**src/rtl/ptmch_trg_multi.sv**
```systemverilog
// ptmch_trg_multi: multi-channel SPI instruction snooper and trigger generator.
// The first byte of every SPI transaction is taken as the instruction opcode.
// Each channel compares it against its own opcode and, on a match, produces a
// delayed, fixed-width trigger pulse for scope/logic-analyser use.
// Everything runs in the CLK160M domain. The SPI lines are treated as
// asynchronous and are resynchronised before use.

module ptmch_trg_multi #(
    parameter int N_CH = 4,
    parameter logic [8*N_CH-1:0] CH_OPCODE = 32'h1384_1002,
    parameter int DELAY = 0,
    parameter int PULSE_LEN = 15,
    parameter int RETRIG = 0,
    parameter int SYNC_STAGES = 2
) (
    input  logic            CLK160M,
    input  logic            RESET,
    input  logic            SPI_CS,
    input  logic            SPI_CLK,
    input  logic            SPI_MOSI,
    output logic [N_CH-1:0] TRG_PLS,
    output logic            OP_VLD,
    output logic [7:0]      OP_DATA,
    output logic [N_CH-1:0] DROP
);

    // Counter reload values. With DELAY=0 the delay phase is skipped entirely,
    // so its reload value is never used.
    localparam logic [7:0] DLY_LOAD  = (DELAY > 0) ? 8'(DELAY - 1) : 8'd0;
    localparam logic [7:0] PLS_LOAD  = 8'(PULSE_LEN - 1);
    localparam logic [3:0] BYTE_BITS = 4'd8;
    localparam logic [3:0] LAST_BIT  = 4'd7;

    typedef enum logic [1:0] {
        IDLE = 2'd0,
        DLY  = 2'd1,
        PLS  = 2'd2
    } ch_state_t;

    logic [SYNC_STAGES-1:0] cs_pipe;
    logic [SYNC_STAGES-1:0] sclk_pipe;
    logic [SYNC_STAGES-1:0] mosi_pipe;
    logic                   sclk_hist;
    logic                   cs_sync;
    logic                   sclk_sync;
    logic                   mosi_sync;
    logic                   sclk_rise;

    logic [3:0]             bit_cnt;
    logic [7:0]             shift;
    logic                   byte_done;

    assign cs_sync   = cs_pipe[SYNC_STAGES-1];
    assign sclk_sync = sclk_pipe[SYNC_STAGES-1];
    assign mosi_sync = mosi_pipe[SYNC_STAGES-1];
    assign sclk_rise = sclk_sync & ~sclk_hist;

    // Resynchronise the SPI lines. CS and CLK reset to their idle-high level,
    // so neither a false transaction start nor a false clock edge is seen.
    always_ff @(posedge CLK160M) begin
        if (RESET) begin
            cs_pipe   <= '1;
            sclk_pipe <= '1;
            mosi_pipe <= '0;
            sclk_hist <= 1'b1;
        end else begin
            cs_pipe   <= {cs_pipe[SYNC_STAGES-2:0], SPI_CS};
            sclk_pipe <= {sclk_pipe[SYNC_STAGES-2:0], SPI_CLK};
            mosi_pipe <= {mosi_pipe[SYNC_STAGES-2:0], SPI_MOSI};
            sclk_hist <= sclk_sync;
        end
    end

    // Shift in the first eight bits of a transaction. The bit counter
    // saturates at eight, so later bytes under the same CS are ignored.
    // byte_done flags the cycle in which the eighth bit has just landed.
    always_ff @(posedge CLK160M) begin
        if (RESET) begin
            bit_cnt   <= 4'd0;
            shift     <= 8'h00;
            byte_done <= 1'b0;
        end else begin
            byte_done <= 1'b0;
            if (cs_sync) begin
                bit_cnt <= 4'd0;
                shift   <= 8'h00;
            end else if (sclk_rise && (bit_cnt < BYTE_BITS)) begin
                shift   <= {shift[6:0], mosi_sync};
                bit_cnt <= bit_cnt + 4'd1;
                if (bit_cnt == LAST_BIT) begin
                    byte_done <= 1'b1;
                end
            end
        end
    end

    // Publish the captured instruction: a one-cycle strobe and a held byte.
    // Reading shift here is safe even if CS has just risen, because the
    // clear of shift takes effect on this same edge.
    always_ff @(posedge CLK160M) begin
        if (RESET) begin
            OP_VLD  <= 1'b0;
            OP_DATA <= 8'h00;
        end else begin
            OP_VLD <= byte_done;
            if (byte_done) begin
                OP_DATA <= shift;
            end
        end
    end

    for (genvar i = 0; i < N_CH; i++) begin : g_ch
        localparam logic [7:0] OPCODE = CH_OPCODE[8*i +: 8];

        ch_state_t  state;
        logic [7:0] cnt;
        logic       trg;
        logic       drop;
        logic       hit;
        logic       restart;

        assign hit     = OP_VLD && (OP_DATA == OPCODE);
        assign restart = hit && ((state == IDLE) || (RETRIG != 0));
        assign TRG_PLS[i] = trg;
        assign DROP[i]    = drop;

        // Channel sequencer: optional delay phase, then a pulse of exactly
        // PULSE_LEN cycles. The pulse output is registered and goes high on
        // the same edge that enters the pulse phase.
        always_ff @(posedge CLK160M) begin
            if (RESET) begin
                state <= IDLE;
                cnt   <= 8'd0;
                trg   <= 1'b0;
                drop  <= 1'b0;
            end else if (restart) begin
                if (DELAY > 0) begin
                    state <= DLY;
                    cnt   <= DLY_LOAD;
                    trg   <= 1'b0;
                end else begin
                    state <= PLS;
                    cnt   <= PLS_LOAD;
                    trg   <= 1'b1;
                end
            end else begin
                if (hit) begin
                    drop <= 1'b1;
                end
                case (state)
                    IDLE: begin
                        trg <= 1'b0;
                    end
                    DLY: begin
                        if (cnt == 8'd0) begin
                            state <= PLS;
                            cnt   <= PLS_LOAD;
                            trg   <= 1'b1;
                        end else begin
                            cnt <= cnt - 8'd1;
                        end
                    end
                    PLS: begin
                        if (cnt == 8'd0) begin
                            state <= IDLE;
                            trg   <= 1'b0;
                        end else begin
                            cnt <= cnt - 8'd1;
                        end
                    end
                    default: begin
                        state <= IDLE;
                        trg   <= 1'b0;
                    end
                endcase
            end
        end
    end

endmodule

```
**config.mk**
```make
export PLATFORM = sky130hd
export DESIGN_NAME = ptmch_trg_multi
export DESIGN_NICKNAME = d
export VERILOG_FILES = /design/src/rtl/ptmch_trg_multi.sv
export SDC_FILE = /design/constraint.sdc
export NUM_CORES = 1
export LEC_CHECK = 0
export BUFFER_PORTS_ARGS = -buffer_cell sky130_fd_sc_hd__buf_2
export CAP_MARGIN = 10
export CORE_UTILIZATION = 30
export CTS_CLUSTER_SIZE = 40
export DETAILED_ROUTE_END_ITERATION = 8
export MAX_ROUTING_LAYER = met4
export PLACE_DENSITY = 0.47
export SYNTH_ARGS = -nofsm -noshare
export SYNTH_HDL_FRONTEND = slang
export SYNTH_SLANG_ARGS = --single-unit
```
**constraint.sdc**
```tcl
create_clock -name CLK160M -period 2.34 [get_ports CLK160M]
set_clock_uncertainty 0.2 [all_clocks]
set_input_delay 0.117 -clock CLK160M [delete_from_list [all_inputs] [get_ports CLK160M]]
set_output_delay 0.117 -clock CLK160M [all_outputs]
set_load 0.03 [all_outputs]
```
After elaboration in Yosys (flattened, before gate mapping)
Index checks and enable logic that the tools add are counted.

storage, ports and cells
  RAM bits = 0
  output and inout port bits = 17
  memories = 0
  input port bits = 5
  memory bits (read-only) = 0
  bits in registers = 77
  latch bits = 0

operators by class
  shifts and indexed selects = 0
  muxes and demuxes = 49
  equality and inequality tests = 41
  $lt $le $gt $ge = 1
  add/subtract/negate cells = 5
  reduce and logical (&&, ||, !) cells = 55
  bitwise logic cells = 11
  div/mod/pow operators = 0
  multiply operators = 0

operators by type and width
  cell                                               number
  two-way mux 8 bit                                  8
  case mux 8 bit (2 select lines)                    4
  inequality test 3 bit (second input constant)      12
  zero test 8 bit                                    4
  inequality test 2 bit (second input constant)      16
  AND reduction 2 bit                                16
  subtractor 8 x 1 -> 8 bit (second input constant)  4
  two-way mux 2 bit                                  12
  case mux 2 bit (3 select lines)                    4
  AND reduction 3 bit                                8
  == test 8 x 5 -> 1 bit (second input constant)     2
  two-way mux 4 bit                                  4
  two-way mux 1 bit                                  13
  nonzero test 3 bit                                 4
  inverter 1 bit                                     10
  OR reduction 2 bit                                 5
  logical AND 1 bit                                  9
  == test 2 x 1 -> 1 bit (second input constant)     4
  == test 2 bit (second input constant)              4
  == test 8 x 2 -> 1 bit (second input constant)     1
  == test 8 bit (second input constant)              1
  zero test 2 bit                                    4
  case mux 1 bit (2 select lines)                    4
  nonzero test 2 bit                                 4
  other kinds (5)                                    5

Longest topological paths before layout
Gate-level depths: netlist (run 1).

  depth after elaboration = 5
  depth in mapped cells = 6

Worst setup path before layout (run 1)
No wires, ideal clock.

  path type = register -> register
  from = register OP_DATA[4]
  to = register g_ch[3].cnt[0]
  stages on the path, launching flop included = 5
  arrival = 1.892 ns
  period minus slack after synthesis = 2.221 ns
  data required time = 2.011 ns
  setup slack = 0.119 ns
  cell sequence = dfxtp_1 -> or3b_2 -> or4_4 -> o21bai_1 -> nor2_1

between the ends
  cells in the longest elaborated chain, start to end = 4

RTL lines
  element                       line  source
  start, declared               23    output logic [7:0] OP_DATA,
  start signal, assigned        107   OP_DATA <= shift;
  == test 8 x 5 -> 1 bit        122   assign hit = OP_VLD && (OP_DATA == OPCODE);
  logical AND 1 bit             122
  logical AND 1 bit             123   assign restart = hit && ((state == IDLE) || (RETRIG != 0));
  OR reduction 2 bit (no line)  n/a
  end signal, assigned          160   cnt <= cnt - 8'd1;
  end signal, assigned          168   cnt <= cnt - 8'd1;
  end, declared                 116   logic [7:0] cnt;

No other way between the ends.
A chain may end at the register's enable or synchronous reset.

Worst setup path after layout (run 1)
  from = register g_ch[3].cnt[2]
  to = register g_ch[3].cnt[7]

between the ends
  cells in the longest elaborated chain, start to end = 3
  elaborated cells between the ends (all ways) = 7
  those cells by class = add/sub (1); eq/ne (1); mux (3); reduce/logical (2)

RTL lines
  element                                                                        line  source
  subtractor 8 x 1 -> 8 bit / zero test 8 bit (equally long branches)            n/a
  two-way mux 8 bit, or another cell as far along                                164   if (cnt == 8'd0) begin
  case mux 8 bit (2 select lines) / AND reduction 2 bit (equally long branches)  n/a

Parallel ways exist; a longest one is shown, timed or not. The select of a mux whose other input is x is not followed.

==> results of run 1 <==
## repair_timing
item,4_1_cts,5_1_grt
hold buffers,3,0
endpoints found under the setup margin,0,0
gates resized for setup,0,0
endpoints found under the hold margin,3,0
setup buffers,0,0
## routing by layer
metal | part of all wire | routed length (um)
met1 | 0.50 | 3090
met2 | 0.45 | 2740
met3 | 0.037 | 226
met4 | 0.014 | 86
met5 | 0 | 0
## layout by cell type, fill, tap and decap left out, types with 2 or more instances in the layout
cell	instances
a2111oi_0	2
a211oi_1	7
a21oi_1	17
a221oi_1	5
buf_2	21
buf_4	16
clkbuf_8	10
clkinv_4	2
dfxtp_1	73
dlygate4sd3_1	3
ha_1	8
inv_1	17
mux2i_1	21
nand2_1	6
nand2b_1	3
nand3_1	2
nor2_1	47
nor2b_1	4
nor3_1	20
nor4_1	3
nor4_4	2
nor4b_1	3
o211ai_1	3
o21ai_0	12
o21ba_2	3
or2_2	6
or3_1	10
or3b_2	3
or4_1	5
or4b_1	2
xnor2_1	9
xor2_1	5
## Yosys cell counts, types with 6 or more instances
cell type / count / area, um^2
or2_2: 6 / 37.5
or3_1: 10 / 62.6
inv_1: 17 / 63.8
a21oi_1: 17 / 85.1
ha_1: 8 / 100
buf_4: 8 / 60.1
dfxtp_1: 73 / 1460
xnor2_1: 9 / 78.8
nor2_1: 47 / 176
a211oi_1: 7 / 52.6
nor3_1: 20 / 100
mux2i_1: 21 / 210
o21ai_0: 12 / 60.1
nand2_1: 6 / 22.5
clkbuf_1: 10 / 37.5
## kinds of logic (layout without fill, tap and decap cells)
group / count (synthesis) / count (layout)
simple gates: 126 / 126
xor+xnor: 14 / 14
flops: 73 / 73
fa+ha+maj: 8 / 8
buf+inv: 37 / 73
mux: 21 / 21
compound gates: 58 / 58
## state kept, by name, summed over array words and instances, names as in the netlist, 2 cells and up
signal	flops
g_ch.cnt	32
OP_DATA	8
shift	8
bit_cnt	4
g_ch.drop	4
g_ch.state	4
g_ch.trg	4
cs_pipe	2
mosi_pipe	2
sclk_pipe	2
## through the flow
stage | hold WS (ps) | instance area [um^2] | power (W) | util
after floorplan | 20.8 | 3170 | 0.00130 | -
after global placement | 101 | 3460 | 0.00131 | 0.337
after detailed placement | 102 | 3460 | 0.00131 | 0.337
after CTS | 15.4 | 3710 | 0.00237 | 0.361
after global routing | 51.6 | 3710 | 0.00243 | 0.361
final | 18.5 | 3710 | 0.00233 | 0.361
## how the worst min path moves through the flow
stage	endpoint	cells past startpoint	slack (ps)	startpoint
after floorplan	cs_pipe[0]$_SDFF_PP1_	1	20	SPI_CS
after global placement	cs_pipe[0]$_SDFF_PP1_	2	100	SPI_CS
after detailed placement	sclk_pipe[0]$_SDFF_PP1_	2	100	SPI_CLK
after CTS	OP_DATA[0]$_SDFFE_PP0P_	2	20	RESET
after global routing	g_ch[0].cnt[3]$_SDFFE_PP0P_	2	50	RESET
final	OP_DATA[0]$_SDFFE_PP0P_	2	20	RESET
## layout make-up
class / count / share of cell area
Clock buffer: 10 / 0.0371
Clock inverter: 6 / 0.0202
Inverter: 17 / 0.0172
Multi-Input combinational cell: 227 / 0.416
Sequential cell: 73 / 0.394
Tap cell: 136 / 0.0459
Timing Repair Buffer: 40 / 0.0688
## power breakdown
part	switching, W	internal, W	leakage (nW)
clock network	0.000504	0.000536	0.105
registers	0.00000132	0.00125	0.589
logic	0.0000229	0.0000165	0.635
total	0.000528	0.00180	1.33
## critical path, cell delays in order, from the launching register on
cell	delay [ps]
dfxtp_1	360
or4_1	600
or4_1	450
or3_1	340
a21oi_2	130
==> results.py, run 1 <==
metrics = {
    "worst_setup_path": {
        "worstSetupEndpoint": "g_ch[3].cnt[7]$_SDFFE_PP0P_",
        "critPathMaxFanout": 6,
        "critical_path.startpoint": "g_ch[3].cnt[2]$_SDFFE_PP0P_",
        "critical_path.endpoint_type": "register",
        "cp-start-kind": "register",
        "r2r_end": "g_ch[3].cnt[7]$_SDFFE_PP0P_",
        "worstRegToRegCells": 4,
        "crit_required_ps": 2430,
        "ff2ff_setup_slack_ps": 210,
        "crit_type": "register to register",
        "arrival_ps": 2220,
        "regToRegStartpoint": "g_ch[3].cnt[2]$_SDFFE_PP0P_",
    },
    "route": {
        "viasPerCell": 4.70,
        "first_pass_iters": 6,
        "num_vias": 2392,
        "wirelength_mm": 6.15,
        "ant_nets": 0,
        "route.detailed.drc": 2,
        "wire_per_inst_um": 12.1,
        "first_iter_violations": 118,
    },
    "layout": {
        "multi_input_area_um2": 1540,
        "antenna_cells": 0,
        "fin_cells": 509,
        "fin_nets": 381,
        "drive_above_1_share": 0.196,
        "fill_cells": 1091,
        "seq_area_um2": 1460,
        "area_growth_pct": 16.9,
    },
    "grt": {
        "grt_busiest_layer": "met2",
        "antenna_found_initial": 0,
        "grt_usage": 0.128,
        "grt_use_met1": 0.156,
        "grt_max_degree": 31,
        "grt_util_met2": 0.192,
        "grt_pass1_wl_mm": 10.9,
        "grt-ovfl-total": 0,
        "use_met3": 0.0393,
        "grt_pass1_vias": 2348,
    },
    "yosys": {
        "synth_compound_area_frac": 0.121,
        "yosys_warnings": 0,
        "ys_seq_elements": 73,
        "synth_fa_ha_area_frac": 0.0316,
        "synthArstFlopShare": 0,
        "synth_mux_area_frac": 0.0663,
        "synth_simple_gate_area_share": 0.228,
        "synth-edff-count": 0,
        "syn_nets": 350,
        "synth_top_family_by_area": "simple AND/OR/NAND/NOR gates",
        "ys.flop_type": "dfxtp_1",
        "synth-xor-area-share": 0.0387,
        "ys_types": 49,
        "synthCells": 337,
        "syn_area_per_cell_um2": 9.41,
        "seq_area_frac_synth": 0.461,
        "syn_area_um2": 3170,
    },
    "job": {
        "max_cap_violations": 0,
    },
    "clock_tree": {
        "cts_buffers": 9,
        "cts_root_buf": "clkbuf_8",
        "h-tree-depth": 3,
        "clock-sinks": 73,
        "cts.clk_slew.worst_paths_ps": 90,
        "cts_tree": "yes",
        "clock_latency_ps": 350,
        "clockBufferDepth": 2,
    },
    "timing": {
        "finalMaxSlewViolations": 0,
        "fin_setup_tns_ps": 0,
        "tightest_slew_ps": 601,
        "fmax_ghz": 0.469,
        "layout_setup_ws_ps": 208,
        "hold_viol": 0,
        "setup_viol": 0,
        "rsz0062_at_grt": "false",
        "slew_headroom": 0.594,
        "period_minus_slack_ps": 2130,
        "final.period_utilization": 0.911,
    },
    "floorplan": {
        "coreArea_um2": 10300,
        "dieArea_um2": 11000,
        "die_w_um": 105,
        "die_y_um": 105,
        "io_pins": 22,
        "initial_utilization": 0.308,
        "rows": 37,
    },
    "place": {
        "pre_cts_slack_ps": 224,
        "hpwl_mm": 4.34,
        "port_buffers": 21,
        "place_inst": 490,
        "place_congestion": 0.789,
    },
    "hold_path": {
        "hp-class": "primary input to register",
    },
    "power": {
        "leakage_nw": 1.33,
        "ir_worst_vdd_v": 0.000264,
        "powerDensity_nw_per_um2": 628,
    },
    "run_status": {
        "status": "complete, but fails checks",
        "violations": "DRC",
    },
}
Power figures use the tool's default switching activity.
==> run 2, diff against run 1 <==
==> config.mk (replaced) <==
export PLATFORM = sky130hd
export DESIGN_NAME = ptmch_trg_multi
export DESIGN_NICKNAME = d
export VERILOG_FILES = /design/src/rtl/ptmch_trg_multi.sv
export SDC_FILE = /design/constraint.sdc
export NUM_CORES = 1
export LEC_CHECK = 0
export CAP_MARGIN = 10
export CORE_UTILIZATION = 30
export CTS_CLUSTER_SIZE = 40
export DETAILED_ROUTE_END_ITERATION = 8
export DONT_BUFFER_PORTS = 1
export MAX_ROUTING_LAYER = met4
export PLACE_DENSITY = 0.46
export SYNTH_ARGS = -nofsm -noshare
export SYNTH_HDL_FRONTEND = slang
export SYNTH_SLANG_ARGS = --single-unit
==> run 2 against run 1 <==
Compared with the run above: sequential share of layout area grew 0.25 points; clock power is essentially flat; via count down 1.8%; the run now ends clean; power is 0.70% higher; first-iteration DRC count shrank 34%; largest power group unchanged; register-to-register slack hardly changed; cell count shrank 2.6%; worst setup slack improved by 4.6 ps.
==> results.py, run 2 (synthesized netlist as in run 1, its figures left out) <==
metrics = {
    "timing": {
        "tightest_slew_ps": 635,
        "final.period_utilization": 0.909,
        "whs_ps": 183,
        "period_minus_slack_ps": 2130,
        "hold_viol": 0,
        "rsz0062_at_grt": "false",
        "fin_setup_tns_ps": 0,
        "slew_headroom": 0.571,
        "finalMaxSlewViolations": 0,
        "fmax_ghz": 0.470,
        "setup_viol": 0,
    },
    "worst_setup_path": {
        "path_cells": "or4_1 > or4_1 > or3_1 > a21oi_2",
        "cp-start-kind": "register",
        "crit_type": "register to register",
        "arrival_ps": 2230,
        "path_delay_family": "simple AND/OR/NAND/NOR gates",
        "r2r_end": "g_ch[3].cnt[7]$_SDFFE_PP0P_",
        "regToRegStartpoint": "g_ch[3].cnt[3]$_SDFFE_PP0P_",
        "max_stage_delay_ps": 620,
        "cp.buffers_inverters": 0,
        "cpMaxStageDelayCell": "or4_1",
        "critical_path.endpoint_type": "register",
        "crit_required_ps": 2450,
        "cpMostUsedCell": "or4_1",
        "ff2ff_setup_slack_ps": 210,
        "critPathMaxFanout": 5,
        "worstRegToRegCells": 4,
    },
    "power": {
        "power_w": 0.00234,
        "power_switching_w": 0.000565,
        "leakage_nw": 1.27,
        "powerDensity_nw_per_um2": 636,
        "pwr-share-clk": 0.450,
        "ir_worst_vdd_v": 0.000394,
        "internal-power_w": 0.00178,
        "power_frac_comb": 0.018,
        "p_seq_frac": 0.532,
        "p_sw_frac": 0.241,
    },
    "layout": {
        "regMostFlops": "g_ch.cnt",
        "area_growth_pct": 16.2,
        "reg_top3": "g_ch.cnt (32), OP_DATA (8), shift (8)",
        "final_common_cell": "dfxtp_1",
        "drive_above_1_share": 0.161,
        "largest_reg_flops": 32,
        "fin_nets": 368,
        "utilization": 0.358,
        "layout_common_cells": "dfxtp_1, nor2_1, mux2i_1, buf_4, nor3_1",
        "antenna_cells": 0,
    },
    "route": {
        "ant_nets": 0,
        "num_vias": 2350,
        "wirelength_mm": 6.35,
        "route.detailed.drc": 0,
        "first_pass_iters": 5,
        "viasPerCell": 4.74,
        "wire_per_inst_um": 12.8,
        "first_iter_violations": 78,
    },
    "run_status": {
        "status": "finished, final reports clean",
    },
    "floorplan": {
        "dieArea_um2": 11000,
        "initial_utilization": 0.308,
        "io_pins": 22,
        "rows": 37,
        "die_y_um": 105,
        "die_w_um": 105,
        "coreArea_um2": 10300,
    },
    "hold_path": {
        "worstHoldEndpoint": "sclk_pipe[0]$_SDFF_PP1_",
        "min-delay-start": "SPI_CLK",
        "holdPathStages": 2,
        "hp-class": "primary input to register",
    },
    "clock_tree": {
        "h-tree-depth": 3,
        "cts_setup_buffers": 0,
        "cts_tree": "yes",
        "clock_latency_ps": 370,
        "clockBufferDepth": 2,
        "cts-resized-gates": 0,
        "cts_hold_buf": 6,
        "cts_buffers": 9,
        "cts.clk_slew.worst_paths_ps": 80,
        "cts_root_buf": "clkbuf_8",
        "clock-sinks": 73,
    },
    "grt": {
        "grt-ovfl-total": 0,
        "grt_max_degree": 59,
        "grt_usage": 0.128,
        "grt_pass1_wl_mm": 10.7,
        "grt_pass1_vias": 2191,
        "antenna_found_initial": 0,
    },
    "job": {
        "max_cap_violations": 0,
    },
    "place": {
        "hpwl_mm": 4.27,
        "port_buffers": 0,
        "place_congestion": 0.748,
    },
}
-- run 2: changes by cell type in the layout (fill, tap and decap cells not counted), moves of 2 or more --
cell / previous run / this run
buf_2: 21 / 0
buf_4: 16 / 21
clkinv_4: 2 / 0
dlygate4sd3_1: 3 / 5
-- run 2: power by group through the flow --
stage / Clock (W) / Sequential, W / Combinational [W]
after floorplan: 0 / 0.00128 / 0.0000240
after global placement: 0 / 0.00128 / 0.0000163
after detailed placement: 0 / 0.00128 / 0.0000165
after CTS: 0.00110 / 0.00125 / 0.0000428
after global routing: 0.00114 / 0.00125 / 0.0000454
final: 0.00105 / 0.00125 / 0.0000418
-- run 2: worst max path at each step --
stage	startpoint	end	slack [ps]	depth (start not counted)
final	g_ch[3].cnt[3]$_SDFFE_PP0P_	g_ch[3].cnt[7]$_SDFFE_PP0P_	210	4
after CTS	g_ch[3].cnt[0]$_SDFFE_PP0P_	g_ch[3].cnt[7]$_SDFFE_PP0P_	200	6
after floorplan	OP_DATA[4]$_SDFFE_PP0P_	g_ch[3].cnt[0]$_SDFFE_PP0P_	120	4
after global routing	g_ch[3].cnt[0]$_SDFFE_PP0P_	g_ch[3].cnt[7]$_SDFFE_PP0P_	20	6
after detailed placement	g_ch[3].cnt[0]$_SDFFE_PP0P_	g_ch[3].cnt[7]$_SDFFE_PP0P_	240	6
after global placement	OP_DATA[7]$_SDFFE_PP0P_	g_ch[3].state[1]$_SDFFE_PP0P_	240	4
-- run 2: cell type report --
| cell class | count | area, um^2 |
|---|---|---|
| tap | 136 | 170 |
| fill | 1093 | 6590 |
| sequential | 73 | 1460 |
| inverter | 17 | 63.8 |
| clock buffer | 9 | 124 |
| timing repair buffer | 27 | 235 |
| multi-input combinational | 227 | 1540 |
| clock inverter | 7 | 85.1 |
-- run 2: per-layer routing --
metal	vias to the layer above	GRT usage	wire (um)
li1	1231	-	-
met1	1082	0.152	3140
met2	25	0.193	2820
met3	12	0.0437	251
met4	0	0.0664	141
met5	-	-	0
-- run 2: stage by stage --
stage	worst slack (ps)	area, um^2	instances
detailed placement	238	3400	474
global route	17.4	3680	496
CTS	205	3680	496
finish	213	3680	496
floorplan	119	3170	337
global placement	244	3400	474
